==> src/rtl/mux_arb.sv <==
// mux_arb: registered NCH:1 channel multiplexer with direct-select (mode=0) and round-robin (mode=1) arbitration.
// Optional macro MUX_ARB_LOCK_EN adds in_last and keeps round-robin grants on one channel for a whole packet.
module mux_arb #(
    parameter int WIDTH = 32,
    parameter int NCH   = 4,
    localparam int SELW = $clog2(NCH)
) (
    input  logic                 clk,
    input  logic                 rst_n,
    input  logic [NCH*WIDTH-1:0] in_data,
    input  logic [NCH-1:0]       in_valid,
`ifdef MUX_ARB_LOCK_EN
    input  logic [NCH-1:0]       in_last,
`endif
    output logic [NCH-1:0]       in_ready,
    input  logic                 mode,
    input  logic [SELW-1:0]      sel,
    output logic [WIDTH-1:0]     out_data,
    output logic                 out_valid,
    input  logic                 out_ready,
    output logic [SELW-1:0]      out_ch
);

    if (WIDTH < 1 || WIDTH > 64 || !(NCH == 2 || NCH == 4 || NCH == 8 || NCH == 16)) begin : g_bad_param
        $error("mux_arb: unsupported WIDTH/NCH combination");
    end

    logic [WIDTH-1:0] ch_data [NCH];

    for (genvar g = 0; g < NCH; g++) begin : g_unpack
        assign ch_data[g] = in_data[g*WIDTH +: WIDTH];
    end

    logic [WIDTH-1:0] out_data_q, out_data_d;
    logic [SELW-1:0]  out_ch_q, out_ch_d;
    logic             out_valid_q, out_valid_d;
    logic [SELW-1:0]  ptr_q, ptr_d;
`ifdef MUX_ARB_LOCK_EN
    logic             lock_q, lock_d;
`endif

    logic             advance;
    logic [SELW-1:0]  probe;
    logic [SELW-1:0]  rr_idx;
    logic             rr_hit;
    logic [SELW-1:0]  gnt_idx;
    logic             gnt_hit;
    logic [NCH-1:0]   grant;

    assign advance = !out_valid_q || out_ready;

    // Rotating priority: ptr+1 first, wrapping through the power-of-two index space back to ptr itself.
    always_comb begin
        rr_hit = 1'b0;
        rr_idx = '0;
        probe  = '0;
        for (int k = 1; k <= NCH; k++) begin
            probe = ptr_q + SELW'(k);
            if (!rr_hit && in_valid[probe]) begin
                rr_hit = 1'b1;
                rr_idx = probe;
            end
        end
    end

    always_comb begin
        gnt_idx = sel;
        gnt_hit = 1'b0;
        if (!mode) begin
            gnt_idx = sel;
            gnt_hit = in_valid[sel];
        end
`ifdef MUX_ARB_LOCK_EN
        else if (lock_q) begin
            // Mid-packet: only the channel that owns the packet may be granted.
            gnt_idx = ptr_q;
            gnt_hit = in_valid[ptr_q];
        end
`endif
        else begin
            gnt_idx = rr_idx;
            gnt_hit = rr_hit;
        end
    end

    always_comb begin
        grant          = '0;
        grant[gnt_idx] = gnt_hit;
    end

    // Reset gates the strobes so no upstream handshake can complete while rst_n is low.
    assign in_ready = (advance && rst_n) ? grant : '0;

    always_comb begin
        out_data_d  = out_data_q;
        out_ch_d    = out_ch_q;
        out_valid_d = out_valid_q;
        ptr_d       = ptr_q;
        if (advance) begin
            out_valid_d = gnt_hit;
            if (gnt_hit) begin
                out_data_d = ch_data[gnt_idx];
                out_ch_d   = gnt_idx;
                if (mode) begin
                    ptr_d = gnt_idx;
                end
            end
        end
    end

`ifdef MUX_ARB_LOCK_EN
    always_comb begin
        lock_d = lock_q;
        if (advance && gnt_hit && mode) begin
            lock_d = !in_last[gnt_idx];
        end
    end
`endif

    always_ff @(posedge clk or negedge rst_n) begin
        if (!rst_n) begin
            out_data_q  <= '0;
            out_ch_q    <= '0;
            out_valid_q <= 1'b0;
            ptr_q       <= SELW'(NCH - 1);
`ifdef MUX_ARB_LOCK_EN
            lock_q      <= 1'b0;
`endif
        end else begin
            out_data_q  <= out_data_d;
            out_ch_q    <= out_ch_d;
            out_valid_q <= out_valid_d;
            ptr_q       <= ptr_d;
`ifdef MUX_ARB_LOCK_EN
            lock_q      <= lock_d;
`endif
        end
    end

    assign out_data  = out_data_q;
    assign out_ch    = out_ch_q;
    assign out_valid = out_valid_q;

endmodule

==> config.mk <==
export PLATFORM = sky130hd
export DESIGN_NAME = mux_arb
export DESIGN_NICKNAME = d
export VERILOG_FILES = /design/src/rtl/mux_arb.sv
export SDC_FILE = /design/constraint.sdc
export NUM_CORES = 1
export LEC_CHECK = 0
export BUFFER_PORTS_ARGS = -buffer_cell sky130_fd_sc_hd__clkbuf_2
export CAP_MARGIN = 20
export CORE_MARGIN = 10
export CORE_UTILIZATION = 30
export DETAILED_ROUTE_END_ITERATION = 10
export GPL_TIMING_DRIVEN = 0
export SYNTH_ARGS = -nofsm -noshare
export SYNTH_HDL_FRONTEND = slang
export SYNTH_SLANG_ARGS = --single-unit
==> constraint.sdc <==
create_clock -name clk -period 3.5 [get_ports clk]
set_input_delay 1.05 -clock clk [delete_from_list [all_inputs] [get_ports clk]]
set_output_delay 1.05 -clock clk [all_outputs]
set_load 0.1 [all_outputs]
# Word-level counts from Yosys, hierarchy flattened

Cells that the tools add are included.
Widths: inputs -> output; s select.

$add $sub $neg: 3
$lt $le $gt $ge: 8
Multiplexer cells: 26
Bitwise gates (word level): 2
Reduce and logical (&&, ||, !) cells: 12

Operator list:

| kind                | count |
|---|---|
| $bmux 32 s2         | 1 |
| $mux 32             | 2 |
| $lt 2x3->1 const B  | 6 |
| $mux 1              | 11 |
| $bmux 1 s2          | 5 |
| $mux 2              | 5 |
| $logic_and 1x1->1   | 5 |
| $add 2x2->2 const B | 2 |
| $and 4x4->4         | 1 |
| $logic_not 1->1     | 4 |
| $mux 4              | 1 |
| $ge 3x3->1 const B  | 1 |
| $not 2->3           | 1 |
| $reduce_and 3->1    | 1 |
| $add 2x1->2 const B | 1 |
| $demux 1 s2         | 1 |
| $ge 2x1->1 const B  | 1 |
| $reduce_and 2->1    | 1 |
| $logic_or 1x1->1    | 1 |

Register bits: 37
Output and inout port bits: 39
Logic and storage cells: 55

# Logic depth before layout (Yosys ltp)

Gate-level depths: netlist of the first run.

Depth in word-level cells: 20
Mapped depth: 7

# Worst setup path before layout of the first run

No wires, ideal clock.

Path kind: input-to-output
Start: input mode
End: output in_ready[0]
Arrival time: 3344 ps
Required time: 2450 ps
Setup slack: -894 ps
Stages on the path: 7
Buffers on the path: 2
Cells stage by stage: buf_2 inv_1 o21ai_4 nor2_2 buf_2 o2111ai_1 nor2_1

Word-level cells in the longest chain between the ends: 7
Elaborated cells on any way between the ends: 9
Classes of those cells: order compare (2); mux (5); bitwise (1); reduce/logical (1)

RTL lines:

| what                                                           | RTL line | RTL |
|---|---|---|
| start: declaration                                             | 16       | `input logic mode,` |
| $mux 2                                                         | 69       | `if (!mode) begin` |
| $lt 2x3->1 (implied by the code) or $ge 2x1->1 (tied branches) | 88       | `grant[gnt_idx] = gnt_hit;` |
| $logic_and 1x1->1 (implied by the code)                        | 88       |  |
| $mux 1 (implied by the code)                                   | 88       |  |
| $demux 1 s2                                                    | 88       |  |
| $and 4x4->4 (no line) (*)                                      | n/a      |  |
| $mux 4 (*)                                                     | 92       | `assign in_ready = (advance && rst_n) ? grant : '0;` |
| end: declaration                                               | 15       | `output logic [NCH-1:0] in_ready,` |

Every way passes the cells marked *; elsewhere a longest branch is shown, timed or not.

# Worst setup path after layout of the first run

Start: input in_valid[0]
End: output in_ready[0]

Word-level cells in the longest chain between the ends: 19
Elaborated cells on any way between the ends: 33
Classes of those cells: order compare (2); mux (23); bitwise (1); reduce/logical (7)

RTL lines:

| what                                                           | RTL line | RTL |
|---|---|---|
| start: declaration                                             | 11       | `input logic [NCH-1:0] in_valid,` |
| $bmux 1 s2                                                     | 59       | `if (!rr_hit && in_valid[probe]) begin` |
| $mux 1 (implied by the code)                                   | 59       |  |
| $mux 1                                                         | 59       |  |
| $logic_not 1->1                                                | 59       |  |
| $logic_and 1x1->1                                              | 59       |  |
| $mux 1                                                         | 59       |  |
| $logic_not 1->1                                                | 59       |  |
| $logic_and 1x1->1                                              | 59       |  |
| [3 not listed]                                                 | n/a      |  |
| $mux 2                                                         | 59       |  |
| $mux 2                                                         | 69       |  |
| $lt 2x3->1 (implied by the code) or $ge 2x1->1 (tied branches) | 88       |  |
| $logic_and 1x1->1 (implied by the code)                        | 88       |  |
| $mux 1 (implied by the code)                                   | 88       |  |
| $demux 1 s2                                                    | 88       |  |
| $and 4x4->4 (no line) (*)                                      | n/a      |  |
| $mux 4 (*)                                                     | 92       |  |

Every way passes the cells marked *; elsewhere a longest branch is shown, timed or not. The select of a mux whose other input is x is not followed.

==> reports/qor.csv, run 1 <==
metric;value;unit
outcome;finished clean;
CP Launch Type;primary input;
Iter 0 DRT Violations;222;
register area share after synthesis;23.9;%
1st-pass router iterations;5;
Synth Register Bits;37;
GP Congestion;0.801;
I/O Buffers;175;
syn_nets;525;
VDD IR max;0.000312;V
Post-Synthesis Cells;387;
syn_area_per_cell;10.0;um^2
Syn-to-layout area delta;37.9;%
critical path class;primary input to primary output;
die extent in x;134;um
CP max FO;5;
number of global-route vias before repair;4542;
synthesized cell area;0.00388;mm^2
CTS Hold Buffers Added;0;
Setup crit end kind;primary output;
fmax;0.289;GHz
DRT antenna net count;0;
largest net degree at the start of global routing;22;
Hold Crit Class;flip-flop to flip-flop;
crit path time final;3.46;ns
die area;0.0179;mm^2
Power Dens Cells;598;mW/mm^2
antenna violations before repair;0;
Synth Warn #;0;
cells on worst reg2reg path;8;
layout cells sized above 1;53.8;%
total number of vias;4188;
most used cell, CP;nor2_4;
Slowest cell on crit path;or4_4;
I/O pin count;177;
first-pass GRT wire length;24.9;mm
Total GRT Usage;17.3;%
final setup fails;0;
Max-slew headroom;54.1;%
ANT cells;0;
worst-path cell chain;clkbuf_2 > or4_4 > o21ai_4 > nor2_4 > o2111ai_4 > nor2_4 > clkbuf_16;
setup ws final;0.0368;ns
Root Driver;clkbuf_16;
clk slew on worst S/H paths;0.06;ns
data arrival time of the critical path;2.41;ns
Fin Setup TNS;0;ns
later-pin clock latency in the skew report;0.29;ns
# fillers;1273;
RSZ-0062 raised after global routing;false;
nets;715;
CTS sink count;37;
die height;134;um
Clock Path Buffers;2;
TritonCTS clock tree;yes;
slowest cell delay on critical path;0.57;ns
Synth cell types;45;
WL per Instance;21.6;um
Worst-Margin Slew;0.689;ns
Via density;5.58;
Register Area;928;um^2
Core Region;0.0127;mm^2
Critical Path RT;2.45;ns
LEAKAGE;0.00239;uW
final hold violation count;0;
Starting Density;30.6;%
drt drc;0;
grt total ovfl;0;
Post-Route WL;16.2;mm
fin crit share;98.9;%
Worst Skew;0.00720;ns
hold depth;1;
Setup WS pre-CTS;-0.484;ns
Slew Viols, Final;0;
number of max-cap violations;0;
multi-input logic area;0.00280;mm^2
CTS H-tree lvls;2;
HPWL Detailed;12.3;mm
row count;41;
CTS Buf Count;5;
[final timing paths]
path,from,end,slack [ns]
max,in_valid[0],in_ready[0],0.04
min,out_ch[0],out_ch[0],0.51
max reg2reg,ptr_q[1],out_data[22],1.28
min reg2reg,out_ch[0],out_ch[0],0.51
max in group asynchronous,rst_n,ptr_q[0],2.14
min in group asynchronous,rst_n,out_data[28],0.76
[synth_stat cells (all sizes together)]
library cell  number  area share (%)
o22ai             31             5.0
clkbuf            11             1.1
nor2              12             1.5
and3               1            0.16
mux2              33             9.6
a211oi             2            0.39
nand3b             1            0.19
nand3             33             4.3
mux2i             64              17
nand2              5            0.48
o2bb2ai            1            0.71
a2111oi            1            0.23
a21boi             1            0.29
o21ai             34             4.7
dfstp              2             1.4
nand2b             2            0.32
o21ba              1            0.26
a21o               2            0.39
or4                1            0.29
a311o              1            0.26
a21oi              6            0.77
o211ai             1            0.19
a221oi            31              12
o21bai             2            0.48
a31o               2            0.45
inv                2            0.19
dfrtp             35              23
nand4              1            0.16
and2b              1            0.26
buf               31             5.0
a2bb2oi            1            0.68
a32o              31             8.0
or3                1            0.16
dlygate4sd1        1            0.23
o2111ai            1            0.23
mux4               1            0.58
[registers in the layout, summed over array words and instances, names as in the netlist]
| signal | cells |
|---|---|
| out_valid | 1 |
| out_data | 32 |
| out_ch | 2 |
| ptr_q | 2 |
[worst max-delay path: cells and delay by family]
kind            cells  cell delay, ns
compound gates      2            0.30
simple gates        3            0.74
buf+inv             2            0.32
[logic make-up after synthesis]
family                 count (synthesis)  synth area share [%]
AO/OA/AOI/OAI                        149                  34.8
multiplexers                          98                  27.0
AND/OR/NAND/NOR                       58                  7.77
buffers and inverters                 45                  6.51
flip-flops                            37                  23.9
[area by class of cell]
cell class	count	area share [%]
Clock buffer	8	2.55
Multi-Input combinational cell	305	52.2
Timing Repair Buffer	184	19.1
Buffer	42	4.67
Sequential cell	37	17.3
Tap cell	172	4.02
Inverter	2	0.140
[layout by cell type (no fill, tap or decap), types with 2 or more instances in the layout]
master	n
a221oi_2	30
mux2_2	33
clkbuf_1	12
dfstp_2	2
a31o_2	2
clkbuf_2	170
buf_4	14
o22ai_1	31
nand2b_1	2
mux2i_1	63
buf_6	4
o21ai_1	5
nor2_4	7
a211oi_1	2
clkbuf_4	3
a21o_1	2
nor2_1	4
a32o_1	31
o21ai_0	27
o21ai_4	2
clkbuf_16	7
a21oi_1	5
nand2_1	5
buf_2	20
clkbuf_8	2
nand3_1	32
dfrtp_1	35
[what timing repair did]
action | CTS | global route
hold endpoints to repair | 0 | 0
endpoints found under the setup margin | 4 | 4
buffers inserted | 5 | 3
gates resized for setup | 16 | 5
gates cloned | 0 | 0
pin swaps | 4 | 2
[power by group]
group | internal, uW | total, uW | leakage, uW | switching, uW
logic | 579 | 2100 | 0.00192 | 1520
clock network | 266 | 461 | 0.0000652 | 195
registers | 557 | 640 | 0.000401 | 82.6
[routing by layer]
metal / vias up / global-route usage, % / share of wire, %
met2: 164 / 29.3 / 49
met3: 11 / 5.79 / 7.3
met5: - / 0 / 0
li1: 1969 / - / -
met1: 2044 / 20.8 / 43
met4: 0 / 3.75 / 0.67
[per-stage QoR]
stage | total power (uW) | cells | utilization (%) | hold WS, ns | area (um^2)
2_1_floorplan | 2270 | 387 | - | 0.510 | 3950
3_3_place_gp | 2680 | 734 | 39.8 | 0.499 | 5040
3_5_place_dp | 2720 | 735 | 40.0 | 0.502 | 5070
4_1_cts | 3220 | 747 | 41.9 | 0.517 | 5310
5_1_grt | 3350 | 750 | 42.3 | 0.544 | 5350
6_report | 3200 | 750 | 42.3 | 0.511 | 5350
Note: power is estimated with default switching activity, not from simulation.
==> run 2: changes to the inputs <==
--- a/config.mk
+++ b/config.mk
@@ -8,9 +8,10 @@
 export BUFFER_PORTS_ARGS = -buffer_cell sky130_fd_sc_hd__clkbuf_2
 export CAP_MARGIN = 20
 export CORE_MARGIN = 10
-export CORE_UTILIZATION = 30
+export CORE_UTILIZATION = 41
 export DETAILED_ROUTE_END_ITERATION = 10
 export GPL_TIMING_DRIVEN = 0
+export PLACE_DENSITY = 0.71
 export SYNTH_ARGS = -nofsm -noshare
 export SYNTH_HDL_FRONTEND = slang
 export SYNTH_SLANG_ARGS = --single-unit
==> reports/qor.csv, run 2 (synthesized netlist as in run 1, its figures left out) <==
metric;value;unit
outcome;finished clean;
CTS H-tree lvls;2;
reg2reg setup slack;1.29;ns
Endpoint, Worst Hold;out_ch[1];
fmax;0.290;GHz
later-pin clock latency in the skew report;0.30;ns
cells on worst reg2reg path;7;
CTS Hold Buffers Added;0;
# fillers;837;
most used cell, CP;nor2_4;
Hold Crit Class;flip-flop to flip-flop;
Slowest cell on crit path;or4_4;
TritonCTS clock tree;yes;
final hold violation count;0;
overall power;3040;uW
total number of vias;4263;
Post-Route WL;14.9;mm
commonest cells after routing, fill and taps aside;clkbuf_2, mux2i_1, dfrtp_1;
critical path class;primary input to primary output;
switch share;58.2;%
Worst Skew;0.0104;ns
Hold Crit Start;out_ch[1];
I/O Buffers;175;
nets;712;
drt drc;0;
I/O pin count;177;
antenna violations before repair;0;
Slew Viols, Final;0;
WL met1;6.08;mm
crit path time final;3.45;ns
most common cell after layout, fill and taps aside;clkbuf_2;
VDD IR max;0.000365;V
Core Region;0.00924;mm^2
Flop pwr share;21.1;%
largest net degree at the start of global routing;40;
worst-path cell chain;clkbuf_2 > or4_4 > o21ai_4 > nor2_4 > o2111ai_4 > nor2_4 > clkbuf_16;
Total GRT Usage;20.7;%
Net Sw Power;1770;uW
Setup crit end kind;primary output;
reg2reg start;ptr_q[1];
grt total ovfl;0;
die extent in x;117;um
Power Dens Cells;585;mW/mm^2
Comb pwr share;68.4;%
Final Core Density;56.2;%
WHS;0.527;ns
WL per Instance;21.2;um
Root Driver;clkbuf_8;
max FFs per register;32;
routed wl met3;1.14;mm
DRT antenna net count;0;
number of global-route vias before repair;4520;
cell internal pwr;1270;uW
clk slew on worst S/H paths;0.08;ns
Reg-to-Reg End;out_data[31];
HPWL Detailed;11.5;mm
CTS sink count;37;
final setup fails;0;
Syn-to-layout area delta;33.7;%
number of max-cap violations;0;
Via density;6.06;
crit path buf inv count;2;
metal2 WL;7.51;mm
Top Layer Used;met4;
hold depth;1;
CP Launch Type;primary input;
Fin Setup TNS;0;ns
Max-slew headroom;54.7;%
data arrival time of the critical path;2.40;ns
1st-pass router iterations;7;
die area;0.0138;mm^2
Register Area;928;um^2
multi-input logic area;0.00278;mm^2
slowest cell delay on critical path;0.58;ns
layout cells sized above 1;53.9;%
LEAKAGE;0.00234;uW
Worst-Margin Slew;0.680;ns
row count;35;
CP max FO;5;
Critical Path RT;2.45;ns
fin crit share;98.6;%
Starting Density;42.0;%
Iter 0 DRT Violations;304;
first-pass GRT wire length;22.7;mm
Clk pwr share;10.5;%
GP Congestion;0.857;
ANT cells;0;
RSZ-0062 raised after global routing;false;
die height;117;um
CTS Buf Count;5;
CP delay by family, top;simple AND/OR/NAND/NOR gates;
Clock Path Buffers;2;
crit path from;in_valid[0];
==> run 2: area by class of cell <==
cell class,count,area share [%]
multi-input combinational,305,53.7
inverter,2,0.145
clock inverter,1,0.0965
clock buffer,7,1.47
tap,129,3.11
buffer,41,4.58
sequential,37,17.9
timing repair buffer,182,19.0
==> run 2: worst max path at each step <==
| stage | end | cells after the start | slack, ns |
|---|---|---|---|
| after floorplan | in_ready[0] | 6 | -0.02 |
| after detailed placement | in_ready[0] | 8 | -0.47 |
| final | in_ready[0] | 7 | 0.05 |
| after CTS | in_ready[2] | 7 | 0.006 |
| after global routing | in_ready[3] | 7 | 0.001 |
| after global placement | in_ready[0] | 8 | -0.47 |
==> run 2: metrics by stage <==
step,instances,worst slack (ns),instance area [um^2]
global placement,691,-0.467,4990
detailed placement,691,-0.466,4990
finish,704,0.0491,5190
CTS,701,0.00645,5160
global route,704,0.00143,5190
floorplan,387,-0.0184,3950
==> run 2: layer usage <==
layer / vias up / track usage, %
met2: 190 / 37.4
met5: - / 0
met3: 22 / 3.98
met4: 0 / 4.70
li1: 1984 / -
met1: 2067 / 24.5
==> run 2: what timing repair did <==
| action | CTS | global route |
|---|---|---|
| endpoints found under the setup margin | 4 | 3 |
| setup buffers | 4 | 3 |
| pin swaps | 4 | 1 |
| resized for setup | 15 | 3 |
==> run 2: power groups by stage <==
stage | logic, uW | registers, uW | clock network, uW
final | 2080 | 640 | 318
after global routing | 2180 | 655 | 332
after CTS | 2060 | 638 | 322
after detailed placement | 2050 | 644 | 0
after global placement | 2020 | 641 | 0
after floorplan | 765 | 1500 | 0
==> run 3: changes to the inputs <==
--- a/config.mk
+++ b/config.mk
@@ -7,6 +7,7 @@
 export LEC_CHECK = 0
 export BUFFER_PORTS_ARGS = -buffer_cell sky130_fd_sc_hd__clkbuf_2
 export CAP_MARGIN = 20
+export CORE_ASPECT_RATIO = 1.2
 export CORE_MARGIN = 10
 export CORE_UTILIZATION = 41
 export DETAILED_ROUTE_END_ITERATION = 10
==> reports/qor.csv, run 3 (synthesized netlist as in run 1, its figures left out) <==
metric;value;unit
outcome;finished clean;
row count;38;
CTS Hold Buffers Added;0;
multi-input logic area;0.00278;mm^2
drt drc;0;
number of global-route vias before repair;4510;
Total GRT Usage;20.3;%
clk slew on worst S/H paths;0.08;ns
commonest cells after routing, fill and taps aside;clkbuf_2, mux2i_1, dfrtp_1;
# fillers;876;
CTS sink count;37;
Setup WS pre-CTS;-0.477;ns
grt total ovfl;0;
reg2reg setup slack;1.26;ns
Starting Density;42.5;%
final hold violation count;0;
data arrival time of the critical path;2.38;ns
Max-slew headroom;57.5;%
Root Driver;clkbuf_8;
Core Region;0.00913;mm^2
die area;0.0138;mm^2
CP max FO;6;
LEAKAGE;0.00237;uW
first-pass GRT wire length;22.7;mm
cell internal pwr;1310;uW
Worst-Margin Slew;0.637;ns
CTS Buf Count;5;
Slew Viols, Final;0;
Top Layer Used;met4;
total number of vias;4205;
Endpoint, Worst Hold;out_ch[1];
Syn-to-layout area delta;34.6;%
die extent in x;109;um
WL per Instance;20.7;um
fmax;0.292;GHz
Comb pwr share;67.9;%
I/O Buffers;175;
Register Area;928;um^2
max FFs per register;32;
VDD IR max;0.000426;V
reg2reg start;ptr_q[1];
metal2 WL;7.58;mm
RSZ-0062 raised after global routing;true;
Iter 0 DRT Violations;199;
fin area;0.00522;mm^2
Worst Skew;0.00799;ns
fin crit share;98.0;%
CTS H-tree lvls;2;
dpl cell area;0.00497;mm^2
later-pin clock latency in the skew report;0.29;ns
Flop pwr share;20.9;%
routed wl met3;947;um
Clk pwr share;11.2;%
switch share;57.1;%
Placed Cells incl. Taps;682;
hold depth;1;
setup ws final;0.0706;ns
CP Launch Type;primary input;
Critical Path RT;2.45;ns
critical path class;primary input to primary output;
antenna violations before repair;0;
ANT cells;0;
Net Sw Power;1750;uW
DRT antenna net count;0;
die height;127;um
HPWL Detailed;11.4;mm
1st-pass router iterations;4;
cells on worst reg2reg path;7;
Via density;6.02;
Hold Crit Class;flip-flop to flip-flop;
most common cell after layout, fill and taps aside;clkbuf_2;
final setup fails;0;
crit path time final;3.43;ns
Post-Route WL;14.5;mm
I/O pin count;177;
Reg-to-Reg End;out_data[10];
number of max-cap violations;0;
Setup crit end kind;primary output;
TritonCTS clock tree;yes;
Hold Crit Start;out_ch[1];
largest net degree at the start of global routing;40;
Finished Layout Cells;698;
GP Congestion;0.847;
layout cells sized above 1;54.5;%
WL met1;5.60;mm
nets;715;
Clock Path Buffers;2;
Power Dens Cells;586;mW/mm^2
-- run 3: critical path: stages --
cell and delay [ns]:
clkbuf_2 0.14, mux4_2 0.55, nor2_2 0.18, nor2_4 0.08, o2111ai_4 0.10, nor2_4 0.07, clkbuf_16 0.20
-- run 3: per-layer routing --
metal,GRT usage (%),vias to the layer above
met5,0,-
met4,6.37,0
met3,4.56,24
met2,36.8,154
met1,22.6,2049
li1,-,1978
-- run 3: worst max path at each step --
stage / start / end / cells after the start
6_report: in_valid[3] / in_ready[0] / 7
5_1_grt: in_valid[3] / in_ready[2] / 7
4_1_cts: in_valid[0] / in_ready[2] / 7
3_3_place_gp: sel[0] / in_ready[0] / 8
2_1_floorplan: sel[0] / in_ready[0] / 6
3_5_place_dp: sel[0] / in_ready[2] / 8
-- run 3: final cells by class --
class / count / share of cell area [%]
Multi-Input combinational cell: 305 / 53.3
Tap cell: 120 / 2.87
Clock inverter: 1 / 0.0958
Timing Repair Buffer: 184 / 19.2
Sequential cell: 37 / 17.8
Buffer: 42 / 4.74
Clock buffer: 7 / 1.84
Inverter: 2 / 0.144
-- run 3: metrics by stage --
step | hold slack (ns) | total power, uW | utilization (%) | TNS, ns
floorplan | 0.510 | 2270 | - | -0.0243
global placement | 0.493 | 2660 | 54.5 | -1.84
detailed placement | 0.500 | 2690 | 54.5 | -1.83
CTS | 0.520 | 3050 | 56.8 | 0
global route | 0.539 | 3200 | 57.2 | -0.00333
finish | 0.522 | 3060 | 57.2 | 0
-- run 3: what timing repair did --
item,in CTS,in global routing
setup endpoints to repair,4,4
pin swaps,4,2
endpoints found under the hold margin,0,0
gates cloned,0,0
gates resized for setup,16,5
buffers inserted,5,4
-- run 3: power by group through the flow --
stage	registers, uW	clock network (uW)	logic [uW]
after CTS	638	350	2070
after floorplan	1500	0	765
after global placement	642	0	2020
after global routing	652	363	2180
final	640	343	2080
after detailed placement	643	0	2050
